### config.mk
export PLATFORM = sky130hd
export DESIGN_NAME = div_sched
export DESIGN_NICKNAME = d
export VERILOG_FILES = /design/src/rtl/div_sched.sv
export SDC_FILE = /design/constraint.sdc
export NUM_CORES = 1
export LEC_CHECK = 0
export BUFFER_PORTS_ARGS = -buffer_cell sky130_fd_sc_hd__buf_4
export CAP_MARGIN = 15
export CORE_MARGIN = 1
export CORE_UTILIZATION = 40
export CTS_BUF_LIST = sky130_fd_sc_hd__clkbuf_16
export CTS_CLUSTER_DIAMETER = 50
export DETAILED_ROUTE_END_ITERATION = 12
export HOLD_SLACK_MARGIN = 0.08
export PLACE_DENSITY = 0.63
export SYNTH_ARGS = -nofsm -noshare
export SYNTH_HDL_FRONTEND = slang
export SYNTH_SLANG_ARGS = --single-unit
### constraint.sdc
create_clock -name clk -period 4.2 [get_ports clk]
set_clock_uncertainty 0.05 [all_clocks]
set_input_delay 0.21 -clock clk [delete_from_list [all_inputs] [get_ports clk]]
set_output_delay 0.21 -clock clk [all_outputs]
set_load 0.01 [all_outputs]
### src/rtl/div_sched.sv
`default_nettype none
// ============================================================================
// Module   : div_sched
// Purpose  : Round-robin front end that shares one iterative unsigned divider
//            among NREQ requesters. Grants one request at a time, converts
//            signed operands to magnitudes, runs the divider start/done
//            handshake, answers divide-by-zero locally, sign-corrects the
//            result and aborts a hung divider via a watchdog.
// Ports    : clk, rst_n            clock, asynchronous active-low reset
//            req_valid/req_ready   per-requester request / one-hot accept pulse
//            req_signed            per-requester signed-division flag
//            req_dividend/divisor  packed operands, requester i at [i*WIDTH +: WIDTH]
//            resp_valid/id         one-cycle result pulse and owner index
//            resp_quotient/rem     final results (held while resp_valid = 0)
//            resp_err              0 ok, 1 divide-by-zero, 2 timeout
//            div_start/dividend/divisor   request side of the shared divider
//            div_quotient/remainder/done  completion side of the shared divider
// Revision : 1.0  initial release
// ============================================================================
module div_sched #(
  parameter int WIDTH   = 32,
  parameter int NREQ    = 4,
  parameter int TIMEOUT = 64
) (
  input  logic                     clk,
  input  logic                     rst_n,
  input  logic [NREQ-1:0]          req_valid,
  output logic [NREQ-1:0]          req_ready,
  input  logic [NREQ-1:0]          req_signed,
  input  logic [NREQ*WIDTH-1:0]    req_dividend,
  input  logic [NREQ*WIDTH-1:0]    req_divisor,
  output logic                     resp_valid,
  output logic [$clog2(NREQ)-1:0]  resp_id,
  output logic [WIDTH-1:0]         resp_quotient,
  output logic [WIDTH-1:0]         resp_remainder,
  output logic [1:0]               resp_err,
  output logic                     div_start,
  output logic [WIDTH-1:0]         div_dividend,
  output logic [WIDTH-1:0]         div_divisor,
  input  logic [WIDTH-1:0]         div_quotient,
  input  logic [WIDTH-1:0]         div_remainder,
  input  logic                     div_done
);

  localparam int IDW = $clog2(NREQ);
  localparam int WDW = $clog2(TIMEOUT + 1);

  localparam logic [2:0] S_IDLE = 3'd0;
  localparam logic [2:0] S_ZCHK = 3'd1;
  localparam logic [2:0] S_WAIT = 3'd2;
  localparam logic [2:0] S_FIX  = 3'd3;
  localparam logic [2:0] S_RESP = 3'd4;

  localparam logic [1:0] ERR_OK   = 2'd0;
  localparam logic [1:0] ERR_DIV0 = 2'd1;
  localparam logic [1:0] ERR_TMO  = 2'd2;

  logic [2:0]       state_q, state_d;
  logic [IDW-1:0]   ptr_q, ptr_d;
  logic [IDW-1:0]   id_q, id_d;
  logic             sgn_q, sgn_d;
  logic [WIDTH-1:0] dvd_q, dvd_d;      // original operands as presented
  logic [WIDTH-1:0] dvs_q, dvs_d;
  logic [WIDTH-1:0] quo_q, quo_d;      // raw divider results
  logic [WIDTH-1:0] rem_q, rem_d;
  logic [WDW-1:0]   wdog_q, wdog_d;
  logic [IDW-1:0]   resp_id_q, resp_id_d;
  logic [WIDTH-1:0] resp_quo_q, resp_quo_d;
  logic [WIDTH-1:0] resp_rem_q, resp_rem_d;
  logic [1:0]       resp_err_q, resp_err_d;

  logic             grant_any;
  logic [IDW-1:0]   grant_idx;
  logic             dvd_neg, dvs_neg, dvs_zero, wdog_expired;
  logic [WIDTH-1:0] mag_dvd, mag_dvs;

  // Round-robin search: first asserted request strictly after the last winner.
  always_comb begin
    grant_any = 1'b0;
    grant_idx = '0;
    for (int k = 1; k <= NREQ; k++) begin
      if (!grant_any && req_valid[(int'(ptr_q) + k) % NREQ]) begin
        grant_any = 1'b1;
        grant_idx = IDW'((int'(ptr_q) + k) % NREQ);
      end
    end
  end

  assign dvd_neg  = sgn_q & dvd_q[WIDTH-1];
  assign dvs_neg  = sgn_q & dvs_q[WIDTH-1];
  assign mag_dvd  = dvd_neg ? (~dvd_q + 1'b1) : dvd_q;
  assign mag_dvs  = dvs_neg ? (~dvs_q + 1'b1) : dvs_q;
  assign dvs_zero = (dvs_q == '0);
  // wdog_q is 0 in the first WAIT cycle, so this fires on the last WAIT cycle
  // and RESP lands exactly TIMEOUT cycles after div_start.
  assign wdog_expired = (wdog_q == WDW'(TIMEOUT - 2));

  // State register
  always_ff @(posedge clk or negedge rst_n) begin
    if (!rst_n) begin
      state_q    <= S_IDLE;
      ptr_q      <= IDW'(NREQ - 1);
      id_q       <= '0;
      sgn_q      <= 1'b0;
      dvd_q      <= '0;
      dvs_q      <= '0;
      quo_q      <= '0;
      rem_q      <= '0;
      wdog_q     <= '0;
      resp_id_q  <= '0;
      resp_quo_q <= '0;
      resp_rem_q <= '0;
      resp_err_q <= ERR_OK;
    end else begin
      state_q    <= state_d;
      ptr_q      <= ptr_d;
      id_q       <= id_d;
      sgn_q      <= sgn_d;
      dvd_q      <= dvd_d;
      dvs_q      <= dvs_d;
      quo_q      <= quo_d;
      rem_q      <= rem_d;
      wdog_q     <= wdog_d;
      resp_id_q  <= resp_id_d;
      resp_quo_q <= resp_quo_d;
      resp_rem_q <= resp_rem_d;
      resp_err_q <= resp_err_d;
    end
  end

  // Next-state logic
  always_comb begin
    state_d = state_q;
    case (state_q)
      S_IDLE: if (grant_any) state_d = S_ZCHK;
      S_ZCHK: state_d = dvs_zero ? S_RESP : S_WAIT;
      S_WAIT: begin
        if (div_done)          state_d = S_FIX;
        else if (wdog_expired) state_d = S_RESP;
      end
      S_FIX:   state_d = S_RESP;
      S_RESP:  state_d = S_IDLE;
      default: state_d = S_IDLE;
    endcase
  end

  // Datapath next values
  always_comb begin
    ptr_d      = ptr_q;
    id_d       = id_q;
    sgn_d      = sgn_q;
    dvd_d      = dvd_q;
    dvs_d      = dvs_q;
    quo_d      = quo_q;
    rem_d      = rem_q;
    wdog_d     = wdog_q;
    resp_id_d  = resp_id_q;
    resp_quo_d = resp_quo_q;
    resp_rem_d = resp_rem_q;
    resp_err_d = resp_err_q;
    case (state_q)
      S_IDLE: begin
        if (grant_any) begin
          ptr_d = grant_idx;
          id_d  = grant_idx;
          sgn_d = req_signed[grant_idx];
          dvd_d = req_dividend[int'(grant_idx)*WIDTH +: WIDTH];
          dvs_d = req_divisor[int'(grant_idx)*WIDTH +: WIDTH];
        end
      end
      S_ZCHK: begin
        if (dvs_zero) begin
          resp_id_d  = id_q;
          resp_quo_d = '1;
          resp_rem_d = dvd_q;
          resp_err_d = ERR_DIV0;
        end else begin
          wdog_d = '0;
        end
      end
      S_WAIT: begin
        wdog_d = wdog_q + WDW'(1);
        if (div_done) begin
          quo_d = div_quotient;
          rem_d = div_remainder;
        end else if (wdog_expired) begin
          resp_id_d  = id_q;
          resp_quo_d = '0;
          resp_rem_d = '0;
          resp_err_d = ERR_TMO;
        end
      end
      S_FIX: begin
        // Most-negative / -1 wraps back to most-negative on its own.
        resp_id_d  = id_q;
        resp_quo_d = (dvd_neg ^ dvs_neg) ? (~quo_q + 1'b1) : quo_q;
        resp_rem_d = dvd_neg ? (~rem_q + 1'b1) : rem_q;
        resp_err_d = ERR_OK;
      end
      default: ;
    endcase
  end

  // Output logic
  always_comb begin
    req_ready    = '0;
    div_start    = 1'b0;
    div_dividend = '0;
    div_divisor  = '0;
    resp_valid   = 1'b0;
    // Gated by rst_n so no acceptance is signalled while held in reset.
    if (state_q == S_IDLE && grant_any && rst_n) req_ready[grant_idx] = 1'b1;
    if ((state_q == S_ZCHK && !dvs_zero) || state_q == S_WAIT) begin
      div_dividend = mag_dvd;
      div_divisor  = mag_dvs;
    end
    if (state_q == S_ZCHK && !dvs_zero) div_start = 1'b1;
    if (state_q == S_RESP) resp_valid = 1'b1;
  end

  assign resp_id        = resp_id_q;
  assign resp_quotient  = resp_quo_q;
  assign resp_remainder = resp_rem_q;
  assign resp_err       = resp_err_q;

endmodule
`default_nettype wire

==> metrics.cfg <==
[outcome]
status=complete, no violations

[sta]
fin_crit_sh_pct=94.97
hold_viol=0
slew_violations=0
rsz0062_at_grt=no
setup_violations=0
setup_slack_ps=211.1
hold-worst-slack_ps=95.59
worst_pin_slew_ps=993.0
setup-tns-final_ps=0
period_needed_ps=3989
slew-limit-headroom_pct=33.64
max_freq_ghz=0.2507

[synthesis]
ys_ff_latch=211
synth_top_area_share_pct=40.22
yosysTopAreaCell=dfrtp_1
yosys-top-cells-area=dfrtp_1 40%, mux2i_1 10%, mux2_2 5.2%, nor2_1 4.8%, xnor2_1 4.5%
synth_area_um2=13000
synth_top_flop_cell=dfrtp_1
synth_nets=1729
synthDistinctLibCells=60
synthArstFlopShare_pct=100.0
syn-instance-count=1392
yosys_warnings=0
synth_edf_count=0
yosysSeqAreaShare_pct=40.62
synth.avg_cell_area_um2=9.342

[final_layout]
fin_area_um2=20510
multi_input_area_um2=7246
num-nets-final=2417
utilization_pct=64.51
nFillCells=2564
final_cell_mix=489 x buf_4, 257 x dlygate4sd3_1, 209 x dfrtp_1
syn_to_final_growth_pct=57.74
regArea_um2=5283
layout-drive-gt1-share_pct=29.90
layout.cells.most_common=buf_4
num_antenna_cells=0

[placed_design]
place_ws_ps=1002
gp_congestion=0.8691
placement.io_buffers=468
dp_hpwl_um=36620
placed_cell_area_um2=16870

[worst_hold_path]
hold_start=req_divisor[60]
whs_path_depth=3
hp-class=input pin to flop
holdPathEnd=dvs_q[28]

[global_route]
grt_max_degree=126
track_usage_pct=30.19
grt_pass1_vias=13883
grt_pass1_wl_um=78100
grt-ovfl-total=0
antenna_found_initial=0

[floorplan]
io-pin-count=469
dieArea_um2=33240
die_height_um=182.3
die_x_um=182.3
start_util_pct=40.89
placementRows=65
core_um2=31800

[cts]
clock_sinks=211
path_clk_slew_ps=50
cts_resized=0
post_cts_buffers=0
cts_buffers=34
cts_buffer_depth=3
cts_tree=built
root_buffer=clkbuf_16
htree_num_levels=2
clk_latency_ps=510

[routing]
ant_nets=0
avgRoutedWirePerCell_um=20.21
via_per_inst=5.434
dr_total_vias=13796
drc=0
wirelength_um=51310
drt-initial-drc-count=1020
dr.pass1.iters=5

[critical_path]
reg2reg_from=ptr_q[0]
critical_path_required_ps=4530
r2r_end=dvs_q[0]
path_cells=nand2b_1 -> o21ai_0 -> o21ai_0 -> and2_4 -> buf_4 -> mux2i_1 -> dlygate4sd3_1 -> o221ai_1 -> dlygate4sd3_1
critical_path_class=flop to flop
rr_worst_depth=9
critPathBufInv=3
critPathTopFamily=buffers and inverters
arrival_ps=4320
worst-path-max-fanout=45
slowest_stage=and2_4
worst_setup_path_start_kind=flop
r2r_slack_ps=210
worst_setup_path_end_kind=flop
cp_slowest_stage_delay_ps=750

[pwr]
power.leakage_nw=9.260
ir_worst_vdd_uv=464.7
powerDensity_nw_per_um2=780.1

[flow_run]
cap_violations=0

stage by stage:
| step | power, mW | std cells |
|---|---|---|
| finish | 16.00 | 2539 |
| global route | 16.97 | 2539 |
| CTS | 15.90 | 2539 |
| detailed placement | 12.14 | 2222 |
| global placement | 12.04 | 2222 |
| floorplan | 8.949 | 1392 |
routing by layer:
layer / vias up / wire [um] / GRT usage (%)
met5: - / 0 / 0
met2: 537 / 24860 / 50.67
li1: 6449 / - / -
met3: 91 / 3960 / 7.045
met4: 0 / 1458 / 9.244
met1: 6719 / 21040 / 38.49
registers in the layout (all words and copies together), names as in the netlist, 3 cells and up:
signal	cells
dvd_q	32
dvs_q	32
quo_q	32
rem_q	32
resp_quotient	32
resp_remainder	32
wdog_q	7
state_q	3
cells by family after synthesis:
group	Yosys count	share of synthesized area [%]
AO/OA/AOI/OAI	291	15.22
XOR/XNOR	112	7.544
adder cells (fa/ha/maj)	6	0.5773
buffers and inverters	117	3.849
flip-flops	211	40.62
multiplexers	192	15.36
AND/OR/NAND/NOR	463	16.83
how the worst max path moves through the flow:
| stage | slack, ps | to | cells past startpoint | from |
|---|---|---|---|---|
| finish | 210 | dvs_q[0] | 9 | ptr_q[0] |
| global placement | 1100 | resp_quotient[5] | 10 | dvs_q[0] |
| CTS | 250 | dvd_q[24] | 9 | ptr_q[0] |
| floorplan | 1820 | div_dividend[31] | 6 | dvd_q[20] |
| detailed placement | 1000 | resp_quotient[5] | 10 | dvs_q[0] |
| global route | 5 | dvd_q[22] | 9 | ptr_q[0] |
final cells by class:
type / instances / share of cell area (%)
Sequential cell: 211 / 25.75
Inverter: 20 / 0.3660
Multi-Input combinational cell: 1064 / 35.32
Timing Repair Buffer: 749 / 30.71
Clock inverter: 26 / 1.049
Tap cell: 435 / 2.653
Clock buffer: 34 / 4.148
worst register-to-register path, delay by kind of cell (launching register included):
family	cells	cell delay, ps
compound gates	3	500
buf+inv	3	1590
flops	1	560
mux	1	290
simple gates	2	890
power breakdown:
| group | leakage (nW) | switching [mW] | internal (mW) |
|---|---|---|---|
| Combinational | 6.19 | 4.51 | 4.44 |
| Clock | 0.530 | 1.05 | 1.61 |
| Sequential | 2.54 | 1.35 | 3.04 |
Yosys cell counts, types with 3 or more instances:
cell / count
o21a_1: 4
o221ai_1: 66
mux2_2: 60
nand3_1: 38
nor4_1: 11
nand4_1: 6
ha_1: 6
o31ai_1: 21
o211ai_1: 16
a21o_1: 3
and3_1: 8
buf_1: 8
and2_1: 6
buf_2: 28
nor3_2: 3
a31oi_1: 10
or3_1: 16
inv_1: 19
xnor2_1: 67
or4_1: 12
o21ai_0: 45
buf_4: 3
mux2i_1: 132
dfrtp_1: 209
nor2b_1: 5
a22oi_1: 6
a21oi_1: 87
o41ai_1: 13
nor3b_1: 3
xor2_1: 45
nor2_1: 165
nor3_1: 30
nand2_1: 131
a221o_1: 6
a221oi_1: 4
nand2b_1: 12
nor4_2: 3
clkbuf_1: 56
timing repair:
action	in CTS	in global routing
endpoints found under the setup margin	0	1
hold endpoints to repair	181	0
hold buffers	257	0
No activity file was read; power rests on OpenSTA's default activity.
